File: src/rtl/ocp_pkg.sv
// OCP encodings shared by the burst memory bridge and its bench.
package ocp_pkg;

    typedef enum logic [2:0] {
        CMD_IDLE = 3'd0,
        CMD_WR   = 3'd1,
        CMD_RD   = 3'd2
    } ocp_cmd_e;

    typedef enum logic [1:0] {
        RESP_NULL = 2'd0,
        RESP_DVA  = 2'd1,
        RESP_ERR  = 2'd3
    } ocp_resp_e;

endpackage

File: src/rtl/ocp_mem_watchdog.sv
// Counts cycles a memory request stays outstanding and pulses timeout on the
// cycle the count reaches TIMEOUT_CYCLES, unless completion arrives then.
module ocp_mem_watchdog #(
    parameter int unsigned TIMEOUT_CYCLES = 255
) (
    input  logic clk,
    input  logic reset,
    input  logic start,
    input  logic active,
    input  logic complete,
    output logic timeout
);

    localparam int unsigned CW = $clog2(TIMEOUT_CYCLES + 1);
    localparam logic [CW-1:0] LIMIT = CW'(TIMEOUT_CYCLES);

    logic [CW-1:0] cnt_q;
    logic [CW-1:0] cnt_d;
    logic [CW-1:0] cnt_cur;

    // cnt_cur includes the current cycle, so the request is held exactly LIMIT cycles
    always_comb begin
        cnt_cur = start ? CW'(1) : cnt_q + CW'(1);
        timeout = active && !complete && (cnt_cur == LIMIT);
        cnt_d   = (active && !complete && !timeout) ? cnt_cur : '0;
    end

    always_ff @(posedge clk) begin
        if (reset) begin
            cnt_q <= '0;
        end else begin
            cnt_q <= cnt_d;
        end
    end

endmodule

File: src/rtl/ocp_burst_mem_bridge.sv
// OCP slave to single-port memory bridge: write bursts (one command per beat),
// read bursts (one command, many responses), byte enables and a request watchdog.
module ocp_burst_mem_bridge
    import ocp_pkg::*;
#(
    parameter int unsigned DATA_WIDTH      = 32,
    parameter int unsigned ADDR_WIDTH      = 5,
    parameter int unsigned BURST_LEN_WIDTH = 4,
    parameter int unsigned TIMEOUT_CYCLES  = 255
) (
    input  logic                       clk,
    input  logic                       reset,
    input  logic [2:0]                 ocp_mcmd,
    input  logic [ADDR_WIDTH-1:0]      ocp_maddr,
    input  logic [DATA_WIDTH-1:0]      ocp_mdata,
    input  logic [DATA_WIDTH/8-1:0]    ocp_mbyteen,
    input  logic [BURST_LEN_WIDTH-1:0] ocp_mburstlength,
    output logic                       ocp_scmdaccept,
    output logic [1:0]                 ocp_sresp,
    output logic [DATA_WIDTH-1:0]      ocp_sdata,
    input  logic                       ocp_mrespaccept,
    output logic                       mem_access_request,
    output logic                       mem_access_type,
    output logic [ADDR_WIDTH-1:0]      mem_address,
    output logic [DATA_WIDTH-1:0]      mem_write_data,
    output logic [DATA_WIDTH/8-1:0]    mem_byte_enable,
    input  logic [DATA_WIDTH-1:0]      mem_read_data,
    input  logic                       mem_access_complete,
    output logic                       busy
);

    localparam int unsigned BE_W = DATA_WIDTH / 8;

    typedef enum logic [2:0] {
        ST_IDLE,
        ST_MEM_WR,
        ST_WR_NEXT,
        ST_WR_RESP,
        ST_MEM_RD,
        ST_RD_RESP,
        ST_ERR_RESP
    } state_e;

    state_e                     state_q;
    logic [ADDR_WIDTH-1:0]      addr_q;
    logic [DATA_WIDTH-1:0]      data_q;
    logic [BE_W-1:0]            be_q;
    logic [BURST_LEN_WIDTH-1:0] len_q;
    logic [BURST_LEN_WIDTH-1:0] beat_q;
    logic                       err_q;
    logic                       req_q;
    logic                       start_q;
    logic                       wr_q;
    ocp_resp_e                  sresp_q;
    logic [DATA_WIDTH-1:0]      sdata_q;
    logic                       wd_timeout;

    ocp_mem_watchdog #(
        .TIMEOUT_CYCLES(TIMEOUT_CYCLES)
    ) u_watchdog (
        .clk     (clk),
        .reset   (reset),
        .start   (start_q),
        .active  (req_q),
        .complete(mem_access_complete),
        .timeout (wd_timeout)
    );

    assign ocp_scmdaccept     = ((state_q == ST_IDLE) || (state_q == ST_WR_NEXT)) &&
                                (ocp_mcmd != CMD_IDLE);
    assign ocp_sresp          = sresp_q;
    assign ocp_sdata          = sdata_q;
    assign mem_access_request = req_q;
    assign mem_access_type    = wr_q;
    assign mem_address        = addr_q;
    assign mem_write_data     = data_q;
    assign mem_byte_enable    = be_q;
    assign busy               = (state_q != ST_IDLE);

    always_ff @(posedge clk) begin
        if (reset) begin
            state_q <= ST_IDLE;
            addr_q  <= '0;
            data_q  <= '0;
            be_q    <= '0;
            len_q   <= '0;
            beat_q  <= '0;
            err_q   <= 1'b0;
            req_q   <= 1'b0;
            start_q <= 1'b0;
            wr_q    <= 1'b0;
            sresp_q <= RESP_NULL;
            sdata_q <= '0;
        end else begin
            start_q <= 1'b0;
            case (state_q)
                ST_IDLE: begin
                    if (ocp_mcmd != CMD_IDLE) begin
                        if (ocp_mcmd == CMD_WR && ocp_mburstlength != '0) begin
                            addr_q  <= ocp_maddr;
                            data_q  <= ocp_mdata;
                            be_q    <= ocp_mbyteen;
                            len_q   <= ocp_mburstlength;
                            beat_q  <= BURST_LEN_WIDTH'(1);
                            wr_q    <= 1'b1;
                            req_q   <= |ocp_mbyteen;
                            start_q <= |ocp_mbyteen;
                            state_q <= ST_MEM_WR;
                        end else if (ocp_mcmd == CMD_RD && ocp_mburstlength != '0) begin
                            addr_q  <= ocp_maddr;
                            be_q    <= '1;
                            len_q   <= ocp_mburstlength;
                            beat_q  <= BURST_LEN_WIDTH'(1);
                            wr_q    <= 1'b0;
                            req_q   <= 1'b1;
                            start_q <= 1'b1;
                            state_q <= ST_MEM_RD;
                        end else begin
                            sresp_q <= RESP_ERR;
                            state_q <= ST_ERR_RESP;
                        end
                    end
                end

                // a beat with no request in flight (zero BE or prior error) completes at once
                ST_MEM_WR: begin
                    if (!req_q || mem_access_complete || wd_timeout) begin
                        req_q <= 1'b0;
                        if (wd_timeout) begin
                            err_q <= 1'b1;
                        end
                        if (beat_q == len_q) begin
                            sresp_q <= (err_q || wd_timeout) ? RESP_ERR : RESP_DVA;
                            state_q <= ST_WR_RESP;
                        end else begin
                            state_q <= ST_WR_NEXT;
                        end
                    end
                end

                ST_WR_NEXT: begin
                    if (ocp_mcmd == CMD_WR) begin
                        addr_q  <= addr_q + ADDR_WIDTH'(1);
                        beat_q  <= beat_q + BURST_LEN_WIDTH'(1);
                        data_q  <= ocp_mdata;
                        be_q    <= ocp_mbyteen;
                        req_q   <= (|ocp_mbyteen) && !err_q;
                        start_q <= (|ocp_mbyteen) && !err_q;
                        state_q <= ST_MEM_WR;
                    end else if (ocp_mcmd != CMD_IDLE) begin
                        err_q   <= 1'b1;
                        sresp_q <= RESP_ERR;
                        state_q <= ST_ERR_RESP;
                    end
                end

                ST_WR_RESP, ST_ERR_RESP: begin
                    if (ocp_mrespaccept) begin
                        sresp_q <= RESP_NULL;
                        err_q   <= 1'b0;
                        state_q <= ST_IDLE;
                    end
                end

                ST_MEM_RD: begin
                    if (!req_q) begin
                        sresp_q <= RESP_ERR;
                        sdata_q <= '0;
                        state_q <= ST_RD_RESP;
                    end else if (mem_access_complete) begin
                        req_q   <= 1'b0;
                        sdata_q <= mem_read_data;
                        sresp_q <= RESP_DVA;
                        state_q <= ST_RD_RESP;
                    end else if (wd_timeout) begin
                        req_q   <= 1'b0;
                        err_q   <= 1'b1;
                        sdata_q <= '0;
                        sresp_q <= RESP_ERR;
                        state_q <= ST_RD_RESP;
                    end
                end

                ST_RD_RESP: begin
                    if (ocp_mrespaccept) begin
                        sresp_q <= RESP_NULL;
                        if (beat_q < len_q) begin
                            addr_q  <= addr_q + ADDR_WIDTH'(1);
                            beat_q  <= beat_q + BURST_LEN_WIDTH'(1);
                            req_q   <= !err_q;
                            start_q <= !err_q;
                            state_q <= ST_MEM_RD;
                        end else begin
                            err_q   <= 1'b0;
                            state_q <= ST_IDLE;
                        end
                    end
                end

                default: state_q <= ST_IDLE;
            endcase
        end
    end

endmodule

File: config.mk
export PLATFORM = sky130hd
export DESIGN_NAME = ocp_burst_mem_bridge
export DESIGN_NICKNAME = d
export VERILOG_FILES = /design/src/rtl/ocp_pkg.sv /design/src/rtl/ocp_mem_watchdog.sv /design/src/rtl/ocp_burst_mem_bridge.sv
export SDC_FILE = /design/constraint.sdc
export NUM_CORES = 1
export LEC_CHECK = 0
export CORE_ASPECT_RATIO = 1.5
export CORE_UTILIZATION = 38
export DETAILED_ROUTE_END_ITERATION = 10
export GPL_TIMING_DRIVEN = 0
export PLACE_DENSITY_LB_ADDON = 0.05
export SLEW_MARGIN = 30
export SYNTH_ARGS = -nofsm -noshare
export SYNTH_HDL_FRONTEND = slang
export SYNTH_SLANG_ARGS = --single-unit
export TNS_END_PERCENT = 5
File: constraint.sdc
create_clock -name clk -period 2 [get_ports clk]
set_input_delay 0.3 -clock clk [delete_from_list [all_inputs] [get_ports clk]]
set_output_delay 0.3 -clock clk [all_outputs]
set_load 0.01 [all_outputs]
==> flow_metrics.tcl <==
set metrics [dict create \
    die_h_um 132 \
    placed_cells 835 \
    nFillCells 996 \
    io_buffers 161 \
    insertion_delay_ps 340 \
    layout-drive-gt1-share_pct 12.7 \
    async_reset_ff_share_pct 0 \
    relSlewSlack_pct 61.5 \
    overflow 0 \
    synth_area_leader_cell "dfxtp_1" \
    violations "negative setup slack" \
    n_antenna_cell 0 \
    track_usage_pct 22.7 \
    avgSynthCellArea_sq_um 8.02 \
    routedWlPerCell_um 15.3 \
    ctsLongestPathBuffers 2 \
    rsz0062_at_grt "true" \
    worst-path-buf-inv 1 \
    critPathLaunchType "flop" \
    cp.required_ps 2270 \
    cts.clk_slew.worst_paths_ps 70 \
    initial_core_util_pct 39.7 \
    ctsHoldBuffers 0 \
    synth_area_leaders "dfxtp_1 (46%), nand2_1 (9.5%), a21oi_1 (8.9%)" \
    grt_max_degree 17 \
    synthDistinctLibCells 55 \
    row_count 46 \
    ys.warnings.count 0 \
    worst_slack_ps -158 \
    crit_family "simple AND/OR/NAND/NOR gates" \
    maxCapViolCount 0 \
    pwr_density_cell_nw_per_um2 1040 \
    htree_levels 3 \
    first_pass_iters 4 \
    avgViaCountPerCell 5.10 \
    max_freq_mhz 463 \
    hold_viol 0 \
    instances_no_fill 859 \
    skew_ps 6.46 \
    numCtsBuffers 9 \
    ir_drop_v 0.000498 \
    cts_tree "built" \
    synth_cells 530 \
    worstReg2RegEnd "ocp_sdata[2]$_SDFFE_PP0P_" \
    endpoint "ocp_sdata[2]$_SDFFE_PP0P_" \
    finalMaxSlewViolations 0 \
    setup_viol 37 \
    ioPinCount 163 \
    finalCritPeriodShare_pct 108 \
    ys_ff_latch 98 \
    dp_hpwl_um 9570 \
    status "complete, but fails checks" \
    die_w_um 88.4 \
    path_depth 8 \
    wirelength_um 13100 \
    grt_pass1_wl_um 20700 \
    synth_ff_type "dfxtp_1" \
    dr_total_vias 4384 \
    hold_path.class "input pin to flop" \
    cpPeakStageDelay_ps 360 \
    cp.arrival_ps 2430 \
    clockRootBuffer "clkbuf_16" \
    endpoint_kind "flop" \
    grt_pass1_vias 4310 \
    reg2reg_depth 8 \
    gp_congestion 0.875 \
    drt_iter0_markers 187 \
    tightest_slew_ps 578 \
    final_util_pct 62.6 \
    synth_common_cells "nand2_1 (108), dfxtp_1 (98), a21oi_1 (76)" \
    syn_to_final_growth_pct 57.7 \
    final_area_sq_um 6700 \
    power_leakage_nw 2.36 \
    seq_area_sq_um 1970 \
    clock_sinks 98 \
    grt_antenna_before_repair 0 \
    final_nets 801 \
    synth_edf_count 0 \
    crit_fanout 8 \
    synth_top_area_share_pct 46.1 \
    ys_seq_area_share_pct 46.1 \
    rrSetupSlack_ps -160 \
    period_needed_ps 2160 \
    setup.worst_path.class "flop to flop" \
    placedInstanceArea_sq_um 6040 \
    antenna_left 0 \
    crit_start "u_watchdog.cnt_q[0]$_SDFF_PP0_" \
    multi_input_area_sq_um 2260 \
    crit_slowest_cell "dfxtp_4" \
    drc 0 \
    synth.most_common_cell "nand2_1" \
    pre_cts_ws_ps -600 \
    design.core.area_sq_um 10700 \
    synth.cell_area_sq_um 4250 \
    postSynthNetCount 621 \
    worstPathCellList "ha_4 -> nand4_1 -> nor4b_2 -> a311o_2 -> and3_4 -> clkbuf_16 -> nand3_1 -> a21oi_1" \
    r2r_start "u_watchdog.cnt_q[0]$_SDFF_PP0_" \
    dieArea_sq_um 11600 \
]
==> layer usage <==
layer / track usage, % / vias up / part of all wire (%)
met5: 0 / - / 0
met4: 11.2 / 0 / 3.1
met3: 5.40 / 24 / 6.0
met2: 40.1 / 141 / 53
met1: 24.6 / 2051 / 38
li1: - / 2168 / -
==> worst min path at each step <==
| stage | from | to | slack, ps | cells after the start |
|---|---|---|---|---|
| detailed placement | ocp_sdata[1]$_SDFFE_PP0P_ | ocp_sdata[1]$_SDFFE_PP0P_ | 440 | 2 |
| global placement | ocp_sdata[9]$_SDFFE_PP0P_ | ocp_sdata[9]$_SDFFE_PP0P_ | 440 | 2 |
| finish | ocp_mburstlength[2] | len_q[2]$_SDFFE_PP0P_ | 330 | 3 |
| floorplan | ocp_mdata[0] | mem_write_data[0]$_SDFFE_PP0P_ | 440 | 2 |
| global route | ocp_mburstlength[2] | len_q[2]$_SDFFE_PP0P_ | 380 | 3 |
| CTS | ocp_mburstlength[0] | len_q[0]$_SDFFE_PP0P_ | 440 | 3 |
==> area by class of cell <==
| cell class | instances | share of cell area, % |
|---|---|---|
| plain buffers | 36 | 3.12 |
| repair buffers | 171 | 25.6 |
| multi-input cells | 386 | 33.7 |
| clock buffers | 10 | 3.42 |
| inverters | 8 | 0.504 |
| well taps | 144 | 2.69 |
| clock inverters | 6 | 1.68 |
| flip-flops and latches | 98 | 29.3 |
==> what timing repair did <==
item                                    4_1_cts  5_1_grt
resized for setup                            41       36
cloned                                        1        2
setup buffers                                 5        2
endpoints found under the setup margin       95       88
pin swaps                                    20       29
endpoints found under the hold margin         0        0
==> registers in the layout, summed over array words and instances (netlist names), 3 cells and up <==
name,flops
mem_write_data,32
ocp_sdata,32
state_q,3
u_watchdog.cnt_q,8
mem_address,5
mem_byte_enable,4
beat_q,4
len_q,4
==> layout by cell type, fill, tap and decap left out, types with 4 or more instances in the layout <==
master	instances
mux2i_1	12
nand3_2	9
nand2b_1	7
ha_1	6
buf_4	9
buf_6	5
clkbuf_1	15
a21oi_1	62
nand4_1	4
nand3_1	33
dlygate4sd2_1	4
nor3_1	13
nor2_1	44
a211oi_1	4
xor2_1	7
clkbuf_16	10
o21ai_0	8
a21oi_2	14
nand2_1	107
dfxtp_1	97
buf_2	6
clkdlybuf4s50_1	154
nor2b_1	5
inv_1	7
==> worst min-delay path, cell delays in order <==
cell,delay (ps)
dlymetal6s2s_1,170
mux2i_1,90
nor2_1,70
==> stage by stage <==
stage               total power [mW]  setup TNS (ps)  hold WS, ps
global placement                4.62          -32630          436
detailed placement              4.66          -36230          443
finish                          6.98           -4220          329
global route                    7.35           -8870          380
floorplan                       3.74               0          436
CTS                             6.86           -2370          436
==> cell families (layout without fill, tap and decap cells) <==
family	count (synthesis)	count (layout)	share of synthesized area (%)
xor+xnor	10	10	2.06
mux	12	12	2.83
compound gates	113	113	15.8
simple gates	243	243	26.2
fa+ha+maj	8	8	2.30
flops	98	98	46.1
buf+inv	46	231	4.65
==> power breakdown <==
| group | internal, mW | leakage (nW) | switching [mW] |
|---|---|---|---|
| sequential | 2.14 | 0.795 | 0.109 |
| clock | 1.23 | 0.167 | 0.757 |
| combinational | 1.23 | 1.40 | 1.51 |
| total | 4.60 | 2.36 | 2.38 |
Note: power is estimated with default switching activity, not from simulation.
